## config.mk

```make
export PLATFORM = sky130hd
export DESIGN_NAME = cpu55_seq_ctrl
export DESIGN_NICKNAME = d
export VERILOG_FILES = /design/src/rtl/cpu55_seq_ctrl.sv
export SDC_FILE = /design/constraint.sdc
export NUM_CORES = 1
export LEC_CHECK = 0
export BUFFER_PORTS_ARGS = -buffer_cell sky130_fd_sc_hd__clkbuf_2
export CORE_MARGIN = 2
export CORE_UTILIZATION = 43
export DETAILED_ROUTE_END_ITERATION = 10
export GPL_TIMING_DRIVEN = 0
export REMOVE_ABC_BUFFERS = 1
export SETUP_SLACK_MARGIN = 0.4
export SYNTH_ARGS = -nofsm -noshare
export SYNTH_HDL_FRONTEND = slang
export SYNTH_SLANG_ARGS = --single-unit
```

## constraint.sdc

```tcl
create_clock -name clk -period 7 [get_ports clk]
set_input_delay 0.35 -clock clk [delete_from_list [all_inputs] [get_ports clk]]
set_output_delay 0.35 -clock clk [all_outputs]
set_load 0.01 [all_outputs]
```

## src/rtl/cpu55_seq_ctrl.sv

```systemverilog
// rtl/cpu55_seq_ctrl.sv - multi-cycle IF/ID/EX/MEM/WB sequencer for the cpu55 datapath
// Qualifies decoder strobes by phase, stalls on memory ready, traps hung accesses in ERR.
module cpu55_seq_ctrl #(
  parameter int TIMEOUT = 16,
  parameter int CNT_W   = 32
) (
  input  logic             clk,
  input  logic             rst,
  input  logic [5:0]       op,
  input  logic             wrf_dec,
  input  logic             wena_dec,
  input  logic [1:0]       pcsource_dec,
  input  logic             imem_ready,
  input  logic             dmem_ready,
  output logic             imem_req,
  output logic             ir_we,
  output logic             dmem_req,
  output logic             dmem_we,
  output logic             rf_we,
  output logic             pc_we,
  output logic [1:0]       pcsource,
  output logic [2:0]       state,
  output logic             err,
  output logic [CNT_W-1:0] retired
);

  typedef enum logic [2:0] {
    S_IF  = 3'd0,
    S_ID  = 3'd1,
    S_EX  = 3'd2,
    S_MEM = 3'd3,
    S_WB  = 3'd4,
    S_ERR = 3'd5
  } state_t;

  localparam logic [31:0] LIMIT = 32'(TIMEOUT - 1);

  state_t           state_q, state_d;
  logic [31:0]      wait_q, wait_d;
  logic             err_q, err_d;
  logic [CNT_W-1:0] retired_q;
  logic             ret_inc;
  logic             stall;
  logic             is_load, is_store, timeout_hit;
  logic             unused_op;

  assign is_load     = (op[5:3] == 3'b100);
  assign is_store    = (op[5:3] == 3'b101);
  assign unused_op   = ^op[2:0];
  assign timeout_hit = (TIMEOUT != 0) && (wait_q == LIMIT);

  assign state   = state_q;
  assign err     = err_q;
  assign retired = retired_q;

  always_comb begin
    state_d  = state_q;
    err_d    = err_q;
    ret_inc  = 1'b0;
    stall    = 1'b0;
    imem_req = 1'b0;
    ir_we    = 1'b0;
    dmem_req = 1'b0;
    dmem_we  = 1'b0;
    rf_we    = 1'b0;
    pc_we    = 1'b0;
    pcsource = 2'b00;
    case (state_q)
      S_IF: begin
        imem_req = 1'b1;
        if (imem_ready) begin
          ir_we   = 1'b1;
          state_d = S_ID;
        end else if (timeout_hit) begin
          state_d = S_ERR;
          err_d   = 1'b1;
        end else begin
          stall = 1'b1;
        end
      end
      S_ID: state_d = S_EX;
      S_EX: begin
        if (is_load || is_store) begin
          state_d = S_MEM;
        end else begin
          pc_we    = 1'b1;
          pcsource = pcsource_dec;
          rf_we    = wrf_dec;
          ret_inc  = 1'b1;
          state_d  = S_IF;
        end
      end
      S_MEM: begin
        dmem_req = 1'b1;
        dmem_we  = wena_dec && is_store;
        if (dmem_ready) begin
          if (is_load) begin
            state_d = S_WB;
          end else begin
            pc_we   = 1'b1;
            ret_inc = 1'b1;
            state_d = S_IF;
          end
        end else if (timeout_hit) begin
          state_d = S_ERR;
          err_d   = 1'b1;
        end else begin
          stall = 1'b1;
        end
      end
      S_WB: begin
        rf_we   = 1'b1;
        pc_we   = 1'b1;
        ret_inc = 1'b1;
        state_d = S_IF;
      end
      S_ERR: state_d = S_ERR;
      default: state_d = S_IF;
    endcase

    // Reset abandons the instruction: nothing may be written while it is held.
    if (rst) begin
      imem_req = 1'b0;
      ir_we    = 1'b0;
      dmem_req = 1'b0;
      dmem_we  = 1'b0;
      rf_we    = 1'b0;
      pc_we    = 1'b0;
      pcsource = 2'b00;
    end

    if (state_d != state_q) begin
      wait_d = 32'd0;
    end else if (stall) begin
      wait_d = wait_q + 32'd1;
    end else begin
      wait_d = wait_q;
    end
  end

  always_ff @(posedge clk) begin
    if (rst) begin
      state_q   <= S_IF;
      err_q     <= 1'b0;
      retired_q <= '0;
      wait_q    <= 32'd0;
    end else begin
      state_q   <= state_d;
      err_q     <= err_d;
      retired_q <= retired_q + {{(CNT_W-1){1'b0}}, ret_inc};
      wait_q    <= wait_d;
    end
  end

endmodule

```

# --- Word level (Yosys, flattened, before mapping) ---
# Index checks and enable logic that the tools add are counted.
# W data, S select, Z words.
op_classes:
  add_sub_neg: 2
  n_eq_ne: 11
  mux: 34
  reduce_logical: 6
ops:
  columns: ["cell", "count"]
  rows:
  - ["$add A32 B1 Y32", 1]
  - ["$add A32 B1 Y32 const B", 1]
  - ["$eq A32 B4 Y1 const B", 1]
  - ["$mux W1", 21]
  - ["$pmux W3 S5", 1]
  - ["$eq A3 B3 Y1 const B", 4]
  - ["$mux W3", 4]
  - ["$mux W2", 4]
  - ["$eq A3 B2 Y1 const B", 2]
  - ["$pmux W1 S2", 3]
  - ["$ne A2 B2 Y1 const B", 2]
  - ["$eq A3 B1 Y1 const B", 1]
  - ["$logic_not A3 Y1", 1]
  - ["$ne A3 B3 Y1", 1]
  - ["$pmux W1 S3", 1]
  - ["$reduce_and A3 Y1", 1]
  - ["$reduce_bool A2 Y1", 1]
  - ["$reduce_or A2 Y1", 1]
  - ["$logic_and A1 B1 Y1", 1]
  - ["$logic_or A1 B1 Y1", 1]
totals:
  ff_bits: 68
  in_bits: 14
  out_inout_bits: 44

# --- Longest topological paths before layout ---
# Gate-level depths: netlist (run 1).
logic_depth:
  ltp_word: 6
  ltp_mapped: 13
  depth_no_buf: 10

# --- Worst setup path before layout (run 1) ---
# No wires, ideal clock.
synth_path:
  kind: "register to register"
  startpoint: "register state_q[0] (netlist: state[0])"
  endpoint: "register retired_q[19] (netlist: retired[19])"
  arrival_ns: 2.460
  setup_slack_ns: 4.470
  stages_incl_launch_ff: 14
  cell_sequence: "dfxtp_1 buf_4 clkbuf_1 nand2_1 nand2_1 a21oi_1 o22ai_1 ha_1 and2_1 and3_1 clkbuf_1 nand4_1 or3_1 a21oi_1"
synth_between:
  elab_chain_cells: 3
  elab_cells_between_ends: 5
  cone_classes: "add/sub: 1; eq/ne: 3; mux: 1"
synth_lines:
  columns: ["element", "line_no", "text"]
  rows:
  - ["start: declaration", "38", "state_t state_q, state_d;"]
  - ["start signal: assignment", "148", "state_q <= state_d;"]
  - ["$eq A3 B3 Y1 / $eq A3 B2 Y1 (equally long branches)", "68", "case (state_q)"]
  - ["$pmux W1 S3 (*)", "68", null]
  - ["$add A32 B1 Y32 (*)", "150", "retired_q <= retired_q + {{(CNT_W-1){1'b0}}, ret_inc};"]
  - ["end signal: assignment", "150", null]
  - ["end: declaration", "41", "logic [CNT_W-1:0] retired_q;"]
# Every way passes the cells marked *; elsewhere a longest branch is shown, timed or not.
# A chain may end at the register's enable or synchronous reset.

# --- Worst setup path after layout (run 1) ---
layout_path:
  startpoint: "register state_q[0] (netlist: state[0])"
  endpoint: "register retired_q[26] (netlist: retired[26])"
# The elaborated chain is that of the path after synthesis.

==> results of run 1 <==
[flip-flops by register name (all words and copies together), names as in the netlist]
name,flops
retired,32
wait_q,32
state,3
err,1
[metal layers]
layer,share of wire [%],track usage (%),up-vias
met5,0,0,-
met4,0.72,6.16,0
met3,4.5,5.06,4
met2,47,30.5,66
met1,48,23.4,1494
li1,-,-,1624
[final timing paths]
check / end / cells past startpoint / start
max: retired[26] / 10 / state[0]
min: state[2] / 4 / op[3]
max reg2reg: retired[26] / 10 / state[0]
min reg2reg: err / 2 / err
[cell usage after synthesis, types with 2 or more instances]
library cell / instances
and2_1: 5
and3_1: 8
nor3b_1: 2
ha_1: 3
nand2_1: 26
nor3_1: 13
nand2b_1: 5
o21ai_0: 17
o22ai_1: 3
nand3_1: 21
xnor2_1: 26
nor2b_1: 6
a21oi_1: 23
buf_1: 2
or4_1: 4
and4_1: 11
clkbuf_1: 16
inv_1: 6
dfxtp_1: 68
a21o_1: 2
xor2_1: 20
or3_1: 15
nand4_1: 18
nor2_1: 59
nor4_1: 26
[cells by family (layout without fill, tap and decap cells)]
group | after synthesis | in the layout | share of synthesized area [%]
compound gates | 54 | 54 | 9.18
buf+inv | 28 | 76 | 3.42
xor+xnor | 46 | 46 | 11.6
mux | 1 | 1 | 0.288
flops | 68 | 68 | 39.2
simple gates | 226 | 226 | 35.3
fa+ha+maj | 3 | 3 | 1.08
[power by group]
part | switching (uW) | internal, uW | leakage, uW
Clock | 155 | 235 | 0.000115
Sequential | 7.63 | 389 | 0.000548
Combinational | 28.6 | 17.2 | 0.000759
[worst min-delay path: stages]
cell and delay (ns):
clkbuf_2 0.10, nor3_1 0.06, a21oi_1 0.14, o22ai_1 0.08
[per-stage QoR]
stage	util, %	setup slack, ns	power, uW	hold WS (ns)	area, sq um
2_1_floorplan	-	4.57	432	0.419	3380
3_3_place_gp	48.6	4.12	451	0.456	3780
3_5_place_dp	48.6	4.10	452	0.459	3780
4_1_cts	51.7	4.08	843	0.419	4020
5_1_grt	51.7	3.80	868	0.451	4020
6_report	51.7	4.10	833	0.429	4020
[area by class of cell]
| class | instances | area, sq um | area share [%] |
|---|---|---|---|
| Clock buffer | 9 | 124 | 3.08 |
| Inverter | 6 | 22.5 | 0.561 |
| Tap cell | 102 | 128 | 3.18 |
| Sequential cell | 68 | 1360 | 33.9 |
| Clock inverter | 7 | 115 | 2.87 |
| Timing Repair Buffer | 54 | 270 | 6.73 |
| Multi-Input combinational cell | 330 | 2000 | 49.7 |
==> summary.txt, run 1 <==
Place
  – Dpl cells: 560
  – GPL Wtd Cong: around 0.82
  – Port Buffers: 54
  – DP Wirelength: between 5000 and 6000 um

Finish
  – Layout Cells excl Fill: about 580
  – Commonest non-fill, non-tap cell in the layout: dfxtp_1
  – Diode count: 0
  – Final net count: between 400 and 500
  – Fillers: 744
  – Synthesis-to-layout area growth: 15.6%
  – Share of layout cells above drive strength 1: 16.2%
  – Commonest cells after routing, fill and taps aside: 68 x dfxtp_1, 59 x nor2_1, 54 x clkbuf_2

Synthesis
  – Top-area cell type share of the netlist area: 39.2%
  – EDFF count, synth: 0
  – Seq/Total Area, Yosys: roughly two fifths
  – Yosys top cell by area: dfxtp_1
  – Synth async-reset ratio: 0%
  – Synth Register Bits: 68
  – Avg Inst Size Synth: 8.16 sq um
  – Netlist cell types: 46
  – Synth warn: 0
  – Synthesized area: 0.00348 sq mm
  – Top post-synthesis cells by area: dfxtp_1 39%, xnor2_1 6.6%, nor2_1 6.4%
  – Synthesized instance count: 426
  – Top FF cell, synth: dfxtp_1

Timing
  – Period minus WS final: 2.90 ns
  – Fin. Hold Viols: 0
  – Period utilisation layout: 41.4%
  – Slew HR: between 20% and 30%
  – Clk_skew: ~0.015 ns
  – Worst Tran Pin Value: 1.18 ns
  – Slew Viols, Final: 0
  – Total Negative Setup Slacks: 0 ns
  – Max Clock Freq: 345 MHz
  – Setup Viol. Count Final: 0
  – RSZ-0062 raised after global routing: no

Critical path
  – Startpoint class of the critical path: flop
  – Cells along the critical path: nand2_1 > nand2_1 > a21oi_1 > o22ai_1 > ha_1 > ha_1 > nand4_1 > nor4_1 > xnor2_1 > nor2_1
  – WP buf/inv: 0
  – Worst-path fanout max: 19
  – Arr. time, crit path: 3.10 ns
  – CP Class: reg -> reg
  – Crit path max-delay family: simple AND/OR/NAND/NOR gates
  – CP Capture Type: flop
  – Critical path data required time: 7.20 ns
  – Biggest cell delay along the critical path: 0.75 ns
  – Flop-to-flop setup slack: 4.10 ns
  – CP max-delay cell: dfxtp_1

CTS
  – CTS tree: done
  – CTS clk-pin slew, worst paths: 0.08 ns
  – Hold_buf cts: 0
  – Clk Latency, worst-skew pair: roughly 0.34 ns
  – Post-CTS Setup Bufs: 0
  – Max clock buf depth: 2
  – CTS Sinks: 68
  – CTS Buf Count: 9
  – CTS resizes: 0
  – CTS Root Cell: clkbuf_8
  – # H-tree levels: 3

Detailed routing
  – Antenna Nets Post-Route: 0
  – Total number of vias: about 3,200
  – Post-route DRC: 0
  – DR vias/cell: 5.53
  – Per-cell routed wire length: around 14 um
  – DRT Pass-1 Iters: 4
  – Routed WL: between 7000 and 8000 um
  – Initial DRC Count: 109

Floorplan
  – Initial Util: around 45%
  – Std-Cell Rows: 32
  – Die area: 0.00882 sq mm
  – Die width: roughly 94 um
  – I/O pins: a little under 60
  – Die Y-Extent: between 90 and 100 um
  – Core area: 0.00777 sq mm

Global routing
  – Largest net degree at the start of global routing: 43
  – GRT Resource Usage Total: 18.5%
  – First-pass GRT wire length: 13,100 um
  – Initial antenna violation count: 0
  – Gr ovfl total: 0
  – Vias in the first global route: just under 3,000

Run status
  – Status: finished clean

Power and ir drop
  – Pwr dens: 207 mW/mm^2
  – Worst vdd ir: 114 uV
  – Leak pwr: 0.00142 uW

Run
  – Max-Cap Viols: 0

Min path
  – Min-delay worst type: in -> reg
(Power assumes the default switching activity.)
==> run 2, diff against run 1 <==
PLACE_DENSITY = 0.66   (was unset)
clock period = 2.45 ns   (was 7 ns; I/O delays follow)
==> run 2 against run 1 <==
Highest routed layer unchanged. Hold slack got worse by 0.19 ns. Combinational power increased to 4.7 times the previous value. Sequential share of layout area decreased by 2.8 points. Critical path depth unchanged. Critical path type unchanged. Power increased to 2.8 times the previous value. Die area unchanged. Register-to-register slack got worse by 3.8 ns. Sequential power increased to 2.8 times the previous value.
==> summary.txt, run 2 (synthesis gave the netlist of run 1 again) <==
Place
  – GPL Wtd Cong: 0.824
  – Worst slack at placement: -0.377 ns
  – Post-Place Cell Area: 0.00378 sq mm
  – DP Wirelength: around 5200 um
  – Port Buffers: 54

Global routing
  – Initial antenna violation count: 0
  – GRT Resource Usage Total: 18.1%
  – First-pass GRT wire length: 13,100 um
  – Largest net degree at the start of global routing: 43
  – Gr ovfl total: 0
  – Vias in the first global route: 2,852

Finish
  – Final net count: 516
  – Post-route cell area: about 0.0044 sq mm
  – Synthesis-to-layout area growth: 27.3%
  – Diode count: 0
  – Register cell area after layout: 0.00138 sq mm
  – Fillers: 703
  – Commonest non-fill, non-tap cell in the layout: dfxtp_1
  – Commonest cells after routing, fill and taps aside: 62 x dfxtp_1, 58 x nor2_1, 53 x clkbuf_2
  – Multi-input gate area: 0.00221 sq mm
  – Share of layout cells above drive strength 1: 27.0%

Floorplan
  – Die area: roughly 0.0088 sq mm
  – Die Y-Extent: 93.9 um
  – Std-Cell Rows: 32
  – Die width: between 90 and 100 um
  – I/O pins: between 50 and 60
  – Initial Util: 44.7%
  – Core area: approximately 0.0078 sq mm

CTS
  – # H-tree levels: 3
  – CTS tree: done
  – CTS Buf Count: 9
  – CTS clk-pin slew, worst paths: 0.08 ns
  – Clk Latency, worst-skew pair: 0.35 ns
  – Hold_buf cts: 0
  – Max clock buf depth: 2
  – CTS Root Cell: clkbuf_8
  – CTS Sinks: 68

Critical path
  – Most frequent CP cell: nand2_2
  – Startpoint class of the critical path: flop
  – Critical path data required time: 2.73 ns
  – Cells along the critical path: nand2_2 > nand2_2 > a21oi_2 > o22ai_4 > ha_4 > and2_4 > nand3_2 > or4_4 > or3_1 > a21oi_1
  – Arr. time, crit path: 2.38 ns
  – Crit path max-delay family: simple AND/OR/NAND/NOR gates
  – Worst-path fanout max: 5
  – CP max-delay cell: or4_4
  – Biggest cell delay along the critical path: between 0.4 and 0.5 ns
  – CP Class: reg -> reg
  – CP Capture Type: flop
  – Critical Path Start: state[0]
  – R2r startpoint: state[0]
  – WP buf/inv: 0

Detailed routing
  – Per-cell routed wire length: 14.2 um
  – Total number of vias: 3,389
  – Routed WL: 8630 um
  – Initial DRC Count: roughly 140
  – Post-route DRC: 0
  – DR vias/cell: 5.59
  – DRT Pass-1 Iters: 4
  – Antenna Nets Post-Route: 0

Timing
  – Min Hold Slack: 0.235 ns
  – Slew Viols, Final: 0
  – Final WS setup: 0.347 ns
  – Setup Viol. Count Final: 0
  – Fin. Hold Viols: 0
  – Worst Tran Pin Value: approximately 0.77 ns
  – Max Clock Freq: 475 MHz
  – Period utilisation layout: 85.9%
  – RSZ-0062 raised after global routing: yes
  – Period minus WS final: 2.10 ns
  – Clk_skew: around 0.0074 ns
  – Slew HR: 48.8%

Power and ir drop
  – Pwr Total: 2300 uW
  – Worst vdd ir: 324 uV
  – Leak pwr: 0.00158 uW
  – Pwr dens: 521 mW/mm^2

Min path
  – HP Start: imem_ready
  – Min-delay worst type: in -> reg

Run status
  – Status: finished clean

Run
  – Max-Cap Viols: 0
[run 2: final cells by class]
type | instances | area share (%)
multi-input combinational | 334 | 50.0
sequential | 68 | 31.1
timing repair buffer | 80 | 10.8
clock buffer | 10 | 3.11
tap | 102 | 2.88
clock inverter | 6 | 1.58
inverter | 6 | 0.509
[run 2: path summary, 6_finish.rpt]
check,endpoint,slack [ns],cells after the start
worst max-delay path,retired[27],0.35,10
worst max register to register,retired[27],0.35,10
worst min register to register,err,0.48,2
worst min-delay path,state[0],0.23,3
[run 2: routing by layer]
metal  share of wire [%]  global-route usage (%)
met2                  49                    30.1
met1                  47                    23.7
met3                 3.8                    4.74
met5                   0                       0
met4                 1.1                    4.11
[run 2: per-stage QoR]
stage	setup TNS [ns]	instances	utilization [%]
floorplan	0	404	-
global placement	-4.39	560	48.6
detailed placement	-6.00	560	48.6
CTS	0	590	53.5
global route	0	606	57.0
finish	0	606	57.0
[run 2: worst min-delay path: stages]
cell	delay, ns
clkbuf_2	0.12
o21ai_0	0.20
a221oi_1	0.08
[run 2: timing repair]
item,CTS,global route
endpoints found under the setup margin,61,51
gates cloned,0,4
pin swaps,9,7
resized for setup,20,31
setup buffers,14,12
[run 2: report_power, final]
part / switching [uW] / leakage (uW) / total, uW / internal [uW]
logic: 120 / 0.000917 / 216 / 96.3
clock network: 454 / 0.000107 / 960 / 506
registers: 15.9 / 0.000552 / 1130 / 1110
